===== src/rtl/dmem_access_sequencer_pkg.sv =====
// Shared types for the data-memory access sequencer: address/data words and FSM encoding.
package dmem_access_sequencer_pkg;

    localparam int WIDTH_SIZE_DMEM = 10;
    localparam int WIDTH_ADDR      = WIDTH_SIZE_DMEM;
    localparam int WIDTH_DATA      = 32;

    typedef logic [WIDTH_ADDR-1:0] address_t;
    typedef logic [WIDTH_DATA-1:0] dmem_t;

    typedef enum logic [1:0] {
        FSM_DSEQ_IDLE = 2'd0,
        FSM_DSEQ_RUN  = 2'd1,
        FSM_DSEQ_DONE = 2'd2
    } fsm_dmem_seq_t;

endpackage


===== src/rtl/dmem_access_sequencer_if.sv =====
// Bundle of requester descriptors, requester responses and the single memory port.
interface dmem_access_sequencer_if #(
    parameter int NUM_REQ = 2
);
    import dmem_access_sequencer_pkg::*;

    // Handshakes: I_Req[i] is a level request accepted by the one-cycle O_Grant[i]
    // pulse; the memory access transfers on any cycle where O_Mem_Req and I_Mem_Ready
    // are both high, and all O_Mem_* stay stable while I_Mem_Ready is low.
    logic [NUM_REQ-1:0]            I_Req;
    logic [NUM_REQ*WIDTH_ADDR-1:0] I_Base;
    logic [NUM_REQ*WIDTH_ADDR-1:0] I_Stride;
    logic [NUM_REQ*WIDTH_ADDR-1:0] I_Len;
    logic [NUM_REQ-1:0]            I_We;
    logic [NUM_REQ*WIDTH_DATA-1:0] I_WData;

    logic [NUM_REQ-1:0]            O_Grant;
    logic [NUM_REQ-1:0]            O_WAck;
    logic [NUM_REQ-1:0]            O_RValid;
    dmem_t                         O_RData;
    logic [NUM_REQ-1:0]            O_Done;

    logic                          O_Mem_Req;
    logic                          O_Mem_We;
    address_t                      O_Mem_Addr;
    dmem_t                         O_Mem_WData;
    logic                          I_Mem_Ready;
    dmem_t                         I_Mem_RData;

    fsm_dmem_seq_t                 O_Dbg_State;

    modport master (
        output I_Req, I_Base, I_Stride, I_Len, I_We, I_WData,
        output I_Mem_Ready, I_Mem_RData,
        input  O_Grant, O_WAck, O_RValid, O_RData, O_Done,
        input  O_Mem_Req, O_Mem_We, O_Mem_Addr, O_Mem_WData,
        input  O_Dbg_State
    );

    modport slave (
        input  I_Req, I_Base, I_Stride, I_Len, I_We, I_WData,
        input  I_Mem_Ready, I_Mem_RData,
        output O_Grant, O_WAck, O_RValid, O_RData, O_Done,
        output O_Mem_Req, O_Mem_We, O_Mem_Addr, O_Mem_WData,
        output O_Dbg_State
    );

endinterface


===== src/rtl/dmem_access_sequencer_rr_arbiter.sv =====
// Combinational round-robin select: first set request at or after ptr, wrapping.
module dmem_access_sequencer_rr_arbiter #(
    parameter  int NUM_REQ = 2,
    localparam int PTR_W   = $clog2(NUM_REQ)
) (
    input  logic [NUM_REQ-1:0] req,
    input  logic [PTR_W-1:0]   ptr,
    output logic [NUM_REQ-1:0] grant,
    output logic [PTR_W-1:0]   grant_idx,
    output logic               grant_vld
);

    logic [PTR_W:0] cand;

    always_comb begin
        grant     = '0;
        grant_idx = '0;
        grant_vld = 1'b0;
        cand      = '0;
        for (int i = 0; i < NUM_REQ; i++) begin
            // One extra bit so ptr+i can be folded back below NUM_REQ.
            cand = {1'b0, ptr} + (PTR_W+1)'(i);
            if (cand >= (PTR_W+1)'(NUM_REQ)) begin
                cand = cand - (PTR_W+1)'(NUM_REQ);
            end
            if (!grant_vld && req[cand[PTR_W-1:0]]) begin
                grant_vld = 1'b1;
                grant_idx = cand[PTR_W-1:0];
            end
        end
        if (grant_vld) begin
            grant[grant_idx] = 1'b1;
        end
    end

endmodule


===== src/rtl/dmem_access_sequencer.sv =====
// Shares one data-memory port between NUM_REQ strided-burst requesters, one burst at a time.
module dmem_access_sequencer
    import dmem_access_sequencer_pkg::*;
#(
    parameter int NUM_REQ = 2
) (
    input logic                   clock,
    input logic                   reset,
    dmem_access_sequencer_if.slave bus
);

    localparam int PTR_W = $clog2(NUM_REQ);

    fsm_dmem_seq_t      state_q, state_d;
    logic [PTR_W-1:0]   rr_ptr_q, rr_ptr_d;
    logic [PTR_W-1:0]   win_q, win_d;
    logic [PTR_W-1:0]   rd_win_q, rd_win_d;
    address_t           cur_q, cur_d;
    address_t           stride_q, stride_d;
    address_t           len_q, len_d;
    address_t           cnt_q, cnt_d;
    logic               we_q, we_d;
    logic               rd_pend_q, rd_pend_d;

    logic [NUM_REQ-1:0] arb_grant;
    logic [PTR_W-1:0]   arb_idx;
    logic               arb_vld;

    address_t           base_sel;
    address_t           stride_sel;
    address_t           len_sel;
    logic               we_sel;
    dmem_t              wdata_sel;

    logic               mem_active;
    logic               mem_accept;
    logic               last_beat;
    logic [NUM_REQ-1:0] win_onehot;
    logic [NUM_REQ-1:0] rd_onehot;

    dmem_access_sequencer_rr_arbiter #(
        .NUM_REQ (NUM_REQ)
    ) u_rr_arbiter (
        .req       (bus.I_Req),
        .ptr       (rr_ptr_q),
        .grant     (arb_grant),
        .grant_idx (arb_idx),
        .grant_vld (arb_vld)
    );

    always_comb begin
        base_sel   = bus.I_Base[arb_idx*WIDTH_ADDR +: WIDTH_ADDR];
        stride_sel = bus.I_Stride[arb_idx*WIDTH_ADDR +: WIDTH_ADDR];
        len_sel    = bus.I_Len[arb_idx*WIDTH_ADDR +: WIDTH_ADDR];
        we_sel     = bus.I_We[arb_idx];
        // Store data follows the requester live so it can advance on each O_WAck.
        wdata_sel  = bus.I_WData[win_q*WIDTH_DATA +: WIDTH_DATA];
    end

    always_comb begin
        mem_active = (state_q == FSM_DSEQ_RUN);
        mem_accept = mem_active && bus.I_Mem_Ready;
        last_beat  = (cnt_q == len_q - address_t'(1));
        win_onehot = NUM_REQ'(1) << win_q;
        rd_onehot  = NUM_REQ'(1) << rd_win_q;
    end

    always_comb begin
        state_d   = state_q;
        rr_ptr_d  = rr_ptr_q;
        win_d     = win_q;
        cur_d     = cur_q;
        stride_d  = stride_q;
        len_d     = len_q;
        cnt_d     = cnt_q;
        we_d      = we_q;
        rd_pend_d = mem_accept && !we_q;
        rd_win_d  = win_q;

        case (state_q)
            FSM_DSEQ_IDLE: begin
                if (arb_vld) begin
                    win_d    = arb_idx;
                    cur_d    = base_sel;
                    stride_d = stride_sel;
                    len_d    = len_sel;
                    we_d     = we_sel;
                    cnt_d    = '0;
                    state_d  = (len_sel == '0) ? FSM_DSEQ_DONE : FSM_DSEQ_RUN;
                end
            end
            FSM_DSEQ_RUN: begin
                if (bus.I_Mem_Ready) begin
                    cur_d = cur_q + stride_q;
                    cnt_d = cnt_q + address_t'(1);
                    if (last_beat) begin
                        state_d = FSM_DSEQ_DONE;
                    end
                end
            end
            FSM_DSEQ_DONE: begin
                rr_ptr_d = (win_q == PTR_W'(NUM_REQ - 1)) ? '0 : win_q + PTR_W'(1);
                state_d  = FSM_DSEQ_IDLE;
            end
            default: begin
                state_d = FSM_DSEQ_IDLE;
            end
        endcase
    end

    always_ff @(posedge clock or negedge reset) begin
        if (!reset) begin
            state_q   <= FSM_DSEQ_IDLE;
            rr_ptr_q  <= '0;
            win_q     <= '0;
            rd_win_q  <= '0;
            cur_q     <= '0;
            stride_q  <= '0;
            len_q     <= '0;
            cnt_q     <= '0;
            we_q      <= 1'b0;
            rd_pend_q <= 1'b0;
        end else begin
            state_q   <= state_d;
            rr_ptr_q  <= rr_ptr_d;
            win_q     <= win_d;
            rd_win_q  <= rd_win_d;
            cur_q     <= cur_d;
            stride_q  <= stride_d;
            len_q     <= len_d;
            cnt_q     <= cnt_d;
            we_q      <= we_d;
            rd_pend_q <= rd_pend_d;
        end
    end

    always_comb begin
        // Grant is combinational from IDLE; masking with reset keeps it quiet while held in reset.
        bus.O_Grant     = (state_q == FSM_DSEQ_IDLE && reset) ? arb_grant : '0;
        bus.O_Done      = (state_q == FSM_DSEQ_DONE) ? win_onehot : '0;
        bus.O_WAck      = (mem_accept && we_q) ? win_onehot : '0;
        bus.O_RValid    = rd_pend_q ? rd_onehot : '0;
        bus.O_RData     = rd_pend_q ? bus.I_Mem_RData : '0;
        bus.O_Mem_Req   = mem_active;
        bus.O_Mem_We    = mem_active && we_q;
        bus.O_Mem_Addr  = mem_active ? cur_q : '0;
        bus.O_Mem_WData = mem_active ? wdata_sel : '0;
        bus.O_Dbg_State = state_q;
    end

endmodule


===== src/flat_wrapper.sv =====
// flat-port wrapper written by rule: the top's interface ports become plain ports
module dmem_access_sequencer_flat import dmem_access_sequencer_pkg::*;
#(
    parameter int NUM_REQ = 2
)
  (clock, reset, bus_I_Req, bus_I_Base, bus_I_Stride, bus_I_Len, bus_I_We, bus_I_WData, bus_I_Mem_Ready, bus_I_Mem_RData, bus_O_Grant, bus_O_WAck, bus_O_RValid, bus_O_RData, bus_O_Done, bus_O_Mem_Req, bus_O_Mem_We, bus_O_Mem_Addr, bus_O_Mem_WData, bus_O_Dbg_State);
  dmem_access_sequencer_if #(.NUM_REQ(NUM_REQ)) bus_i ();
  input logic clock;
  input logic reset;
  input wire logic [$bits(bus_i.I_Req)-1:0] bus_I_Req;
  input wire logic [$bits(bus_i.I_Base)-1:0] bus_I_Base;
  input wire logic [$bits(bus_i.I_Stride)-1:0] bus_I_Stride;
  input wire logic [$bits(bus_i.I_Len)-1:0] bus_I_Len;
  input wire logic [$bits(bus_i.I_We)-1:0] bus_I_We;
  input wire logic [$bits(bus_i.I_WData)-1:0] bus_I_WData;
  input wire logic [$bits(bus_i.I_Mem_Ready)-1:0] bus_I_Mem_Ready;
  input wire logic [$bits(bus_i.I_Mem_RData)-1:0] bus_I_Mem_RData;
  output wire logic [$bits(bus_i.O_Grant)-1:0] bus_O_Grant;
  output wire logic [$bits(bus_i.O_WAck)-1:0] bus_O_WAck;
  output wire logic [$bits(bus_i.O_RValid)-1:0] bus_O_RValid;
  output wire logic [$bits(bus_i.O_RData)-1:0] bus_O_RData;
  output wire logic [$bits(bus_i.O_Done)-1:0] bus_O_Done;
  output wire logic [$bits(bus_i.O_Mem_Req)-1:0] bus_O_Mem_Req;
  output wire logic [$bits(bus_i.O_Mem_We)-1:0] bus_O_Mem_We;
  output wire logic [$bits(bus_i.O_Mem_Addr)-1:0] bus_O_Mem_Addr;
  output wire logic [$bits(bus_i.O_Mem_WData)-1:0] bus_O_Mem_WData;
  output wire logic [$bits(bus_i.O_Dbg_State)-1:0] bus_O_Dbg_State;
  assign bus_i.I_Req = bus_I_Req;
  assign bus_i.I_Base = bus_I_Base;
  assign bus_i.I_Stride = bus_I_Stride;
  assign bus_i.I_Len = bus_I_Len;
  assign bus_i.I_We = bus_I_We;
  assign bus_i.I_WData = bus_I_WData;
  assign bus_i.I_Mem_Ready = bus_I_Mem_Ready;
  assign bus_i.I_Mem_RData = bus_I_Mem_RData;
  assign bus_O_Grant = bus_i.O_Grant;
  assign bus_O_WAck = bus_i.O_WAck;
  assign bus_O_RValid = bus_i.O_RValid;
  assign bus_O_RData = bus_i.O_RData;
  assign bus_O_Done = bus_i.O_Done;
  assign bus_O_Mem_Req = bus_i.O_Mem_Req;
  assign bus_O_Mem_We = bus_i.O_Mem_We;
  assign bus_O_Mem_Addr = bus_i.O_Mem_Addr;
  assign bus_O_Mem_WData = bus_i.O_Mem_WData;
  assign bus_O_Dbg_State = bus_i.O_Dbg_State;
  dmem_access_sequencer #(.NUM_REQ(NUM_REQ)) u_core (.clock(clock), .reset(reset), .bus(bus_i));
endmodule

===== config.mk =====
export PLATFORM = sky130hd
export DESIGN_NAME = dmem_access_sequencer_flat
export DESIGN_NICKNAME = d
export VERILOG_FILES = /design/src/rtl/dmem_access_sequencer_pkg.sv /design/src/rtl/dmem_access_sequencer_if.sv /design/src/rtl/dmem_access_sequencer_rr_arbiter.sv /design/src/rtl/dmem_access_sequencer.sv /design/src/flat_wrapper.sv
export SDC_FILE = /design/constraint.sdc
export NUM_CORES = 1
export LEC_CHECK = 0
export ABC_CLOCK_PERIOD_IN_PS = 6300
export CAP_MARGIN = 10
export CORE_MARGIN = 2
export CORE_UTILIZATION = 40
export CTS_BUF_LIST = sky130_fd_sc_hd__clkbuf_16
export CTS_CLUSTER_SIZE = 12
export DETAILED_ROUTE_END_ITERATION = 12
export PLACE_DENSITY = 0.89
export SLEW_MARGIN = 30
export SYNTH_ARGS = -nofsm -noshare
export SYNTH_HDL_FRONTEND = slang
export SYNTH_SLANG_ARGS = --single-unit

===== constraint.sdc =====
create_clock -name clock -period 6.3 [get_ports clock]
set_input_delay 1.26 -clock clock [delete_from_list [all_inputs] [get_ports clock]]
set_output_delay 1.26 -clock clock [all_outputs]
set_load 0.01 [all_outputs]

==> results of run 1 <==
## per-stage QoR
step	hold WS, ns	setup slack, ns	util	std cells	area, um^2
after global placement	0.440	1.83	0.689	815	6360
after detailed placement	0.442	1.78	0.689	815	6360
after CTS	0.449	1.78	0.703	823	6500
after floorplan	0.352	2.76	-	463	3800
after global routing	0.478	1.65	0.704	823	6500
final	0.452	1.78	0.704	823	6500
## logic make-up (layout without fill, tap and decap cells)
kind of cell    Yosys count  in the layout  share of synthesized area
buf+inv                  40            271                     0.0441
compound gates           69             69                      0.105
fa+ha+maj                12             12                     0.0414
simple gates            200            200                      0.258
flops                    47             47                      0.309
mux                      68             68                      0.180
xor+xnor                 27             27                     0.0622
## worst max-delay path by stage
stage,to,slack [ns],depth (start not counted)
floorplan,bus_O_Grant[1],2.76,5
finish,bus_O_Grant[0],1.78,6
global placement,bus_O_Grant[0],1.83,6
CTS,bus_O_Grant[0],1.78,6
global route,bus_O_Grant[0],1.65,6
detailed placement,bus_O_Grant[0],1.78,6
## per-layer routing
layer | GRT usage | share of wire | vias to the layer above
met4 | 0.0769 | 0.024 | 0
met1 | 0.324 | 0.40 | 1970
met2 | 0.459 | 0.50 | 199
met3 | 0.0524 | 0.076 | 23
met5 | 0 | 0 | -
li1 | - | - | 2048
## area by class of cell
| class | instances | area, um^2 | share of cell area |
|---|---|---|---|
| clock buffer | 5 | 125 | 0.0192 |
| clock inverter | 3 | 11.3 | 0.00173 |
| inverter | 11 | 41.3 | 0.00635 |
| multi-input combinational | 376 | 2480 | 0.381 |
| sequential | 47 | 1180 | 0.181 |
| tap | 129 | 161 | 0.0248 |
| timing repair buffer | 252 | 2510 | 0.386 |
## flip-flops by register name (all words and copies together), names as in the netlist, 2 cells and up
| signal | cells |
|---|---|
| u_core.cur_q | 10 |
| u_core.stride_q | 10 |
| u_core.cnt_q | 10 |
| u_core.bus.O_Dbg_State | 2 |
| u_core.len_q | 10 |
## power by group
part / internal [mW] / total [mW] / switching [mW]
Clock: 0.143 / 0.250 / 0.108
Sequential: 0.330 / 0.373 / 0.0431
Combinational: 0.217 / 0.350 / 0.133
Total: 0.690 / 0.973 / 0.283
## placed cells by master, fill, tap and decap left out, types with 11 or more instances in the layout
master             n
a21oi_1           15
and2_1            43
clkdlybuf4s50_1  247
dfrtp_1           46
ha_1              11
inv_1             12
mux2i_1           65
nand2_1           37
nand3_1           12
nor2_1            69
o21ai_0           34
xnor2_1           14
xor2_1            13
==> results_dict.tcl, run 1 <==
set metrics [dict create \
    p_leak_nw 3.02 \
    min_period_ns 4.52 \
    nets 868 \
    cts_tree "yes" \
    antenna_found_initial 0 \
    ant_nets 0 \
    netlist_top_cells_area "dfrtp_1, mux2i_1, and2_1" \
    async_flop_share 1.00 \
    reg2reg_depth 6 \
    drtIter0Drc 232 \
    hold_buffers 0 \
    maxSlewViolCount 0 \
    rsz0062_at_grt "no" \
    synth_edf_count 0 \
    tightest_slew_ns 1.03 \
    yosysTopAreaCell "dfrtp_1" \
    hold_path_class "reg2reg" \
    cts_buffers 5 \
    syn_area_per_cell_um2 8.22 \
    crit_fanout 36 \
    worstHoldStart "u_core.we_q" \
    setup-tns-final_ns 0 \
    grt_overflow_total 0 \
    antennaDiodeCount 0 \
    io_buffers 248 \
    vias 4240 \
    ys.flop_type "dfrtp_1" \
    syn_to_final_growth_pct 71.0 \
    finalCritPeriodShare 0.718 \
    clock_skew_ns 0.00612 \
    setup_viol 0 \
    yosys_register_bits 47 \
    start_kind "input port" \
    grt_pass1_wl_um 21000 \
    crit_path_start "bus_I_Req[0]" \
    track_usage 0.261 \
    slew_headroom 0.313 \
    worst_setup_path_end_kind "output pin" \
    synth_warnings 0 \
    synth_top_area_frac 0.309 \
    hold_end "u_core.rd_pend_q" \
    rr_startpoint "u_core.len_q[2]" \
    cts_root_buf "clkbuf_16" \
    max_cap_viol_count 0 \
    place_hpwl_um 11500 \
    syn_inst 463 \
    die_x_um 102 \
    critPathArrivalTime_ns 3.26 \
    avgRoutedWirePerCell_um 17.5 \
    core-area_mm2 0.00924 \
    required_ns 5.04 \
    drive_above_1_share 0.0274 \
    max_freq_mhz 221 \
    postCtsSetupBuffers 0 \
    report.power.total_mw 0.973 \
    crit_top_cell "clkdlybuf4s50_1" \
    num_rows 35 \
    outcome "complete, no violations" \
    critPathBufInv 4 \
    nFillCells 728 \
    htreeDepth 2 \
    path_cells "clkdlybuf4s50_1 > inv_1 > o21ai_4 > buf_4 > and3_1 > clkdlybuf4s50_1" \
    clkSinkCount 47 \
    netlist_area_mm2 0.00380 \
    clk_pin_slew_ns 0.06 \
    r2r_setup_slack_ns 3.96 \
    cpMaxStageDelayCell "clkdlybuf4s50_1" \
    clk_latency_ns 0.29 \
    grt_pass1_vias 4211 \
    path_delay_family "buffers and inverters" \
    r2r_end "u_core.bus.O_Dbg_State[0]" \
    yosysMostFrequentCell "nor2_1" \
    worst_ir_drop_vdd_mv 0.105 \
    first_pass_iters 5 \
    dieArea_mm2 0.0103 \
    final_hold_viol_count 0 \
    synth_fp_nets 638 \
    power.density_mw_per_mm2 150 \
    place.gp.congestion 0.887 \
    holdPathStages 1 \
    clockBufferDepth 2 \
    vias_per_cell 5.15 \
    cts_resized 0 \
    post-route-drc-count 0 \
    die_h_um 102 \
    critPathMaxStageDelay_ns 0.55 \
    grt_max_degree 48 \
    critPathKind "in2out" \
    synth_commonest_cells "nor2_1, mux2i_1, dfrtp_1" \
    initial_core_util 0.412 \
    io_pins 249 \
    wl_um 14400 \
    synth_cell_types 45 \
    ys_seq_area_frac 0.309 \
]
Power figures use the tool's default switching activity.
==> run 2: changes to the inputs <==
Settings changed: ABC_CLOCK_PERIOD_IN_PS 6300 to 3800, CORE_UTILIZATION 40 to 33, PLACE_DENSITY 0.89 to 0.78.
Clock period 6.3 ns to 3.8 ns, I/O delays scaled along.
==> run 2 against run 1 <==
Worst hold slack worse by 0.18 ns; sequential share of layout area shrank 0.15 points; non-clock buffer count up 4; critical path depth shrank 2; highest routed layer unchanged; routed wire length up 0.41%; register-to-register slack worse by 2.6 ns; sequential cell count unchanged; clock-buffer cell count did not move; die area up 20%; sequential power up 66%; clock power increased by 79%; largest cell class unchanged; combinational power is 67% higher.
==> results_dict.tcl, run 2 (synthesized netlist as in run 1, its figures left out) <==
set metrics [dict create \
    worst_ir_drop_vdd_mv 0.167 \
    final_common_cell "clkdlybuf4s50_1" \
    grt_pass1_wl_um 22900 \
    crit_fanout 4 \
    power.density_mw_per_mm2 252 \
    nets 872 \
    io_pins 249 \
    io_buffers 248 \
    worst_setup_path_end_kind "output pin" \
    cts_buffers 5 \
    hold_path_class "in2async" \
    tightest_slew_ns 0.753 \
    final_hold_viol_count 0 \
    place.gp.congestion 0.894 \
    critPathMaxStageDelay_ns 0.61 \
    mostFrequentLayoutCells "clkdlybuf4s50_1, nor2_1, mux2i_1, dfrtp_1, and2_1" \
    clockBufferDepth 2 \
    cts_root_buf "clkbuf_16" \
    nFillCells 1032 \
    initial_core_util 0.336 \
    grt_pass1_vias 4343 \
    cpMaxStageDelayCell "clkdlybuf4s50_1" \
    rsz0062_at_grt "no" \
    drive_above_1_share 0.0358 \
    path_cells "clkdlybuf4s50_1 > o21ai_4 > nor4b_1 > clkdlybuf4s50_1" \
    max_cap_viol_count 0 \
    core-area_mm2 0.0113 \
    clk_pin_slew_ns 0.06 \
    vias_per_cell 5.02 \
    start_kind "input port" \
    setup_viol 0 \
    avgRoutedWirePerCell_um 17.2 \
    dieArea_mm2 0.0124 \
    clk_latency_ns 0.29 \
    setup_ws_ns 0.690 \
    p_leak_nw 3.04 \
    cts_tree "yes" \
    min_period_ns 3.11 \
    grt_overflow_total 0 \
    clock_skew_ns 0.00641 \
    grt_max_degree 47 \
    die_h_um 111 \
    postCtsSetupBuffers 0 \
    outcome "complete, no violations" \
    antennaDiodeCount 0 \
    ant_nets 0 \
    num_rows 39 \
    dpl.cell_count 833 \
    cts_resized 0 \
    first_pass_iters 4 \
    critPathArrivalTime_ns 2.35 \
    vias 4218 \
    antenna_found_initial 0 \
    drtIter0Drc 295 \
    report.power.total_mw 1.65 \
    track_usage 0.229 \
    final_cells 841 \
    critPathKind "in2out" \
    htreeDepth 2 \
    clkSinkCount 47 \
    die_x_um 111 \
    wl_um 14400 \
    dpl_worst_slack_ns 0.725 \
    hold_buffers 0 \
    required_ns 3.04 \
    maxSlewViolCount 0 \
    setup-tns-final_ns 0 \
    max_freq_mhz 322 \
    slew_headroom 0.498 \
    place_hpwl_um 11800 \
    finalCritPeriodShare 0.818 \
    crit_top_cell "clkdlybuf4s50_1" \
    syn_to_final_growth_pct 72.4 \
    post-route-drc-count 0 \
]
[run 2: stage by stage]
step                hold slack, ns   util  cell area (um^2)
finish                       0.276  0.579              6560
global route                 0.274  0.579              6560
CTS                          0.277  0.579              6560
detailed placement           0.437  0.566              6410
global placement             0.436  0.566              6410
floorplan                    0.352      -              3800
[run 2: final timing paths]
path	cells after the start	endpoint	slack, ns	startpoint
max in group asynchronous	2	u_core.rd_win_d	2.72	reset
hold / removal	1	u_core.bus.O_Dbg_State[1]	0.28	reset
min in group clock	1	u_core.rd_pend_q	0.45	u_core.we_q
setup reg to reg	6	u_core.bus.O_Dbg_State[0]	1.41	u_core.len_q[1]
hold reg to reg	1	u_core.rd_pend_q	0.45	u_core.we_q
setup / recovery	4	bus_O_Grant[1]	0.69	bus_I_Req[1]
[run 2: metal layers]
| layer | routed length [um] | part of all wire | vias to the layer above | GRT usage |
|---|---|---|---|---|
| met5 | 0 | 0 | - | 0 |
| met1 | 5840 | 0.40 | 1964 | 0.282 |
| met4 | 345 | 0.024 | 0 | 0.0658 |
| met3 | 944 | 0.065 | 16 | 0.0435 |
| met2 | 7310 | 0.51 | 178 | 0.411 |
| li1 | - | - | 2060 | - |
[run 2: worst max-delay path: cells and delay by family]
| kind | cells | cell delay [ns] |
|---|---|---|
| AO/OA/AOI/OAI | 1 | 0.10 |
| AND/OR/NAND/NOR | 1 | 0.29 |
| buffers and inverters | 2 | 1.20 |
[run 2: layout make-up]
type                       instances  area [um^2]  share of cell area
tap                              143          179              0.0273
timing repair buffer             256         2540               0.387
sequential                        47         1180               0.180
inverter                          11         41.3             0.00630
multi-input combinational        376         2470               0.377
clock buffer                       5          125              0.0191
clock inverter                     3         22.5             0.00343
[run 2: where the power goes]
part	switching, mW	internal [mW]
sequential	0.0730	0.546
clock	0.201	0.248
combinational	0.223	0.361
==> run 3: changes to the inputs <==
Settings changed: ABC_CLOCK_PERIOD_IN_PS 3800 to 3200, CORE_UTILIZATION 33 to 37, PLACE_DENSITY 0.78 to 0.83.
Clock period 3.8 ns to 3.2 ns, I/O delays scaled along.
==> run 3 against run 2 <==
Clock skew fell by 0.0018 ns; critical path depth did not move; global-route usage rose by 2.8 points; critical path type unchanged; clock-buffer cell count did not move; design area rose by 0.13%; worst setup slack got worse by 0.42 ns; die area fell by 10%; largest cell class unchanged.
==> results_dict.tcl, run 3 (synthesized netlist as in run 1, its figures left out) <==
set metrics [dict create \
    first_pass_iters 5 \
    power_frac_seq 0.379 \
    combPwrFrac 0.360 \
    cts_resized 0 \
    syn_to_final_growth_pct 72.6 \
    slew_headroom 0.467 \
    min_period_ns 2.93 \
    drive_above_1_share 0.0371 \
    p_leak_nw 3.04 \
    nFillCells 850 \
    nets 875 \
    antenna_found_initial 2 \
    cpMaxStageDelayCell "clkdlybuf4s50_1" \
    start_kind "input port" \
    cts_tree "yes" \
    setup_ws_ns 0.272 \
    wl_um 14500 \
    dpl_worst_slack_ns 0.287 \
    clk_pin_slew_ns 0.06 \
    grt_pass1_wl_um 22600 \
    max_cap_viol_count 0 \
    internal_power_mw 1.36 \
    critPathKind "in2out" \
    worst_setup_path_end_kind "output pin" \
    vias 4301 \
    critPathMaxStageDelay_ns 0.60 \
    final_cells 838 \
    power_frac_clock 0.261 \
    mostFrequentLayoutCells "clkdlybuf4s50_1, nor2_1, mux2i_1, dfrtp_1, and2_1" \
    switching_share 0.293 \
    rsz0062_at_grt "no" \
    setup-tns-final_ns 0 \
    clockBufferDepth 2 \
    critPathBufInv 2 \
    postCtsSetupBuffers 0 \
    clk_latency_ns 0.29 \
    cts_buffers 5 \
    track_usage 0.258 \
    setup_viol 0 \
    io_pins 249 \
    maxSlewViolCount 0 \
    die_h_um 105 \
    p_switching_mw 0.566 \
    path_delay_family "buffers and inverters" \
    power.density_mw_per_mm2 294 \
    grt_max_degree 48 \
    cts_root_buf "clkbuf_16" \
    io_buffers 248 \
    critPathArrivalTime_ns 2.29 \
    clkSinkCount 47 \
    tightest_slew_ns 0.800 \
    fin_util 0.648 \
    final_hold_viol_count 0 \
    finalCritPeriodShare 0.915 \
    final_common_cell "clkdlybuf4s50_1" \
    crit_top_cell "clkdlybuf4s50_1" \
    core-area_mm2 0.0101 \
    grt_pass1_vias 4351 \
    grt_overflow_total 0 \
    dieArea_mm2 0.0111 \
    post-route-drc-count 0 \
    max_freq_mhz 341 \
    place_hpwl_um 11800 \
    outcome "complete, no violations" \
    crit_fanout 4 \
    hold_buffers 0 \
    worst_ir_drop_vdd_mv 0.205 \
    hold_path_class "reg2reg" \
    place.gp.congestion 0.868 \
    initial_core_util 0.375 \
    dpl.cell_count 829 \
    avgRoutedWirePerCell_um 17.3 \
    die_x_um 105 \
    drtIter0Drc 293 \
    required_ns 2.56 \
    vias_per_cell 5.13 \
    path_cells "clkdlybuf4s50_1 > o21ai_4 > nor4b_1 > clkdlybuf4s50_1" \
    htreeDepth 2 \
    num_rows 37 \
    ant_nets 0 \
    clock_skew_ns 0.00459 \
]
[run 3: cell count changes in the layout (fill, tap and decap cells not counted), sizes merged]
cell,change
buf,+3
inv,-2
clkinv,+1
clkinvlp,+1
diode,+1
[run 3: area by class of cell]
class | instances | area, um^2 | area share
inverter | 11 | 41.3 | 0.00629
clock inverter | 3 | 15.0 | 0.00229
tap | 136 | 170 | 0.0259
antenna | 1 | 2.50 | 0.000381
clock buffer | 5 | 125 | 0.0191
timing repair buffer | 259 | 2560 | 0.390
sequential | 47 | 1180 | 0.179
multi-input combinational | 376 | 2470 | 0.377
[run 3: power groups by stage]
stage	sequential [mW]	clock [mW]	combinational (mW)
2_1_floorplan	0.713	0	0.301
3_3_place_gp	0.736	0	0.671
3_5_place_dp	0.736	0	0.692
4_1_cts	0.728	0.508	0.696
5_1_grt	0.739	0.531	0.754
6_report	0.731	0.504	0.693
[run 3: path summary, 6_finish.rpt]
kind / endpoint / cells past startpoint / start / slack, ns
worst max register to register: u_core.bus.O_Dbg_State[0] / 6 / u_core.len_q[0] / 0.85
min in group asynchronous: u_core.cnt_q[4] / 2 / reset / 0.48
worst max-delay path: bus_O_Grant[1] / 4 / bus_I_Req[1] / 0.27
worst min-delay path: u_core.rd_pend_q / 1 / u_core.we_q / 0.47
worst min register to register: u_core.rd_pend_q / 1 / u_core.we_q / 0.47
max in group asynchronous: u_core.rd_win_d / 2 / reset / 2.30
[run 3: metrics by stage]
stage                     power (mW)  area (um^2)  hold slack, ns
after detailed placement        1.43         6420           0.456
after global placement          1.41         6420           0.458
after floorplan                 1.01         3800           0.344
final                           1.93         6570           0.473
after global routing            2.03         6560           0.471
after CTS                       1.93         6560           0.468
[run 3: routing by layer]
layer / track usage / vias to the layer above / wire length, um
met5: 0 / - / 0
met4: 0.0667 / 0 / 288
met2: 0.441 / 215 / 7080
met3: 0.0717 / 20 / 1400
met1: 0.319 / 1998 / 5700
li1: - / 2068 / -
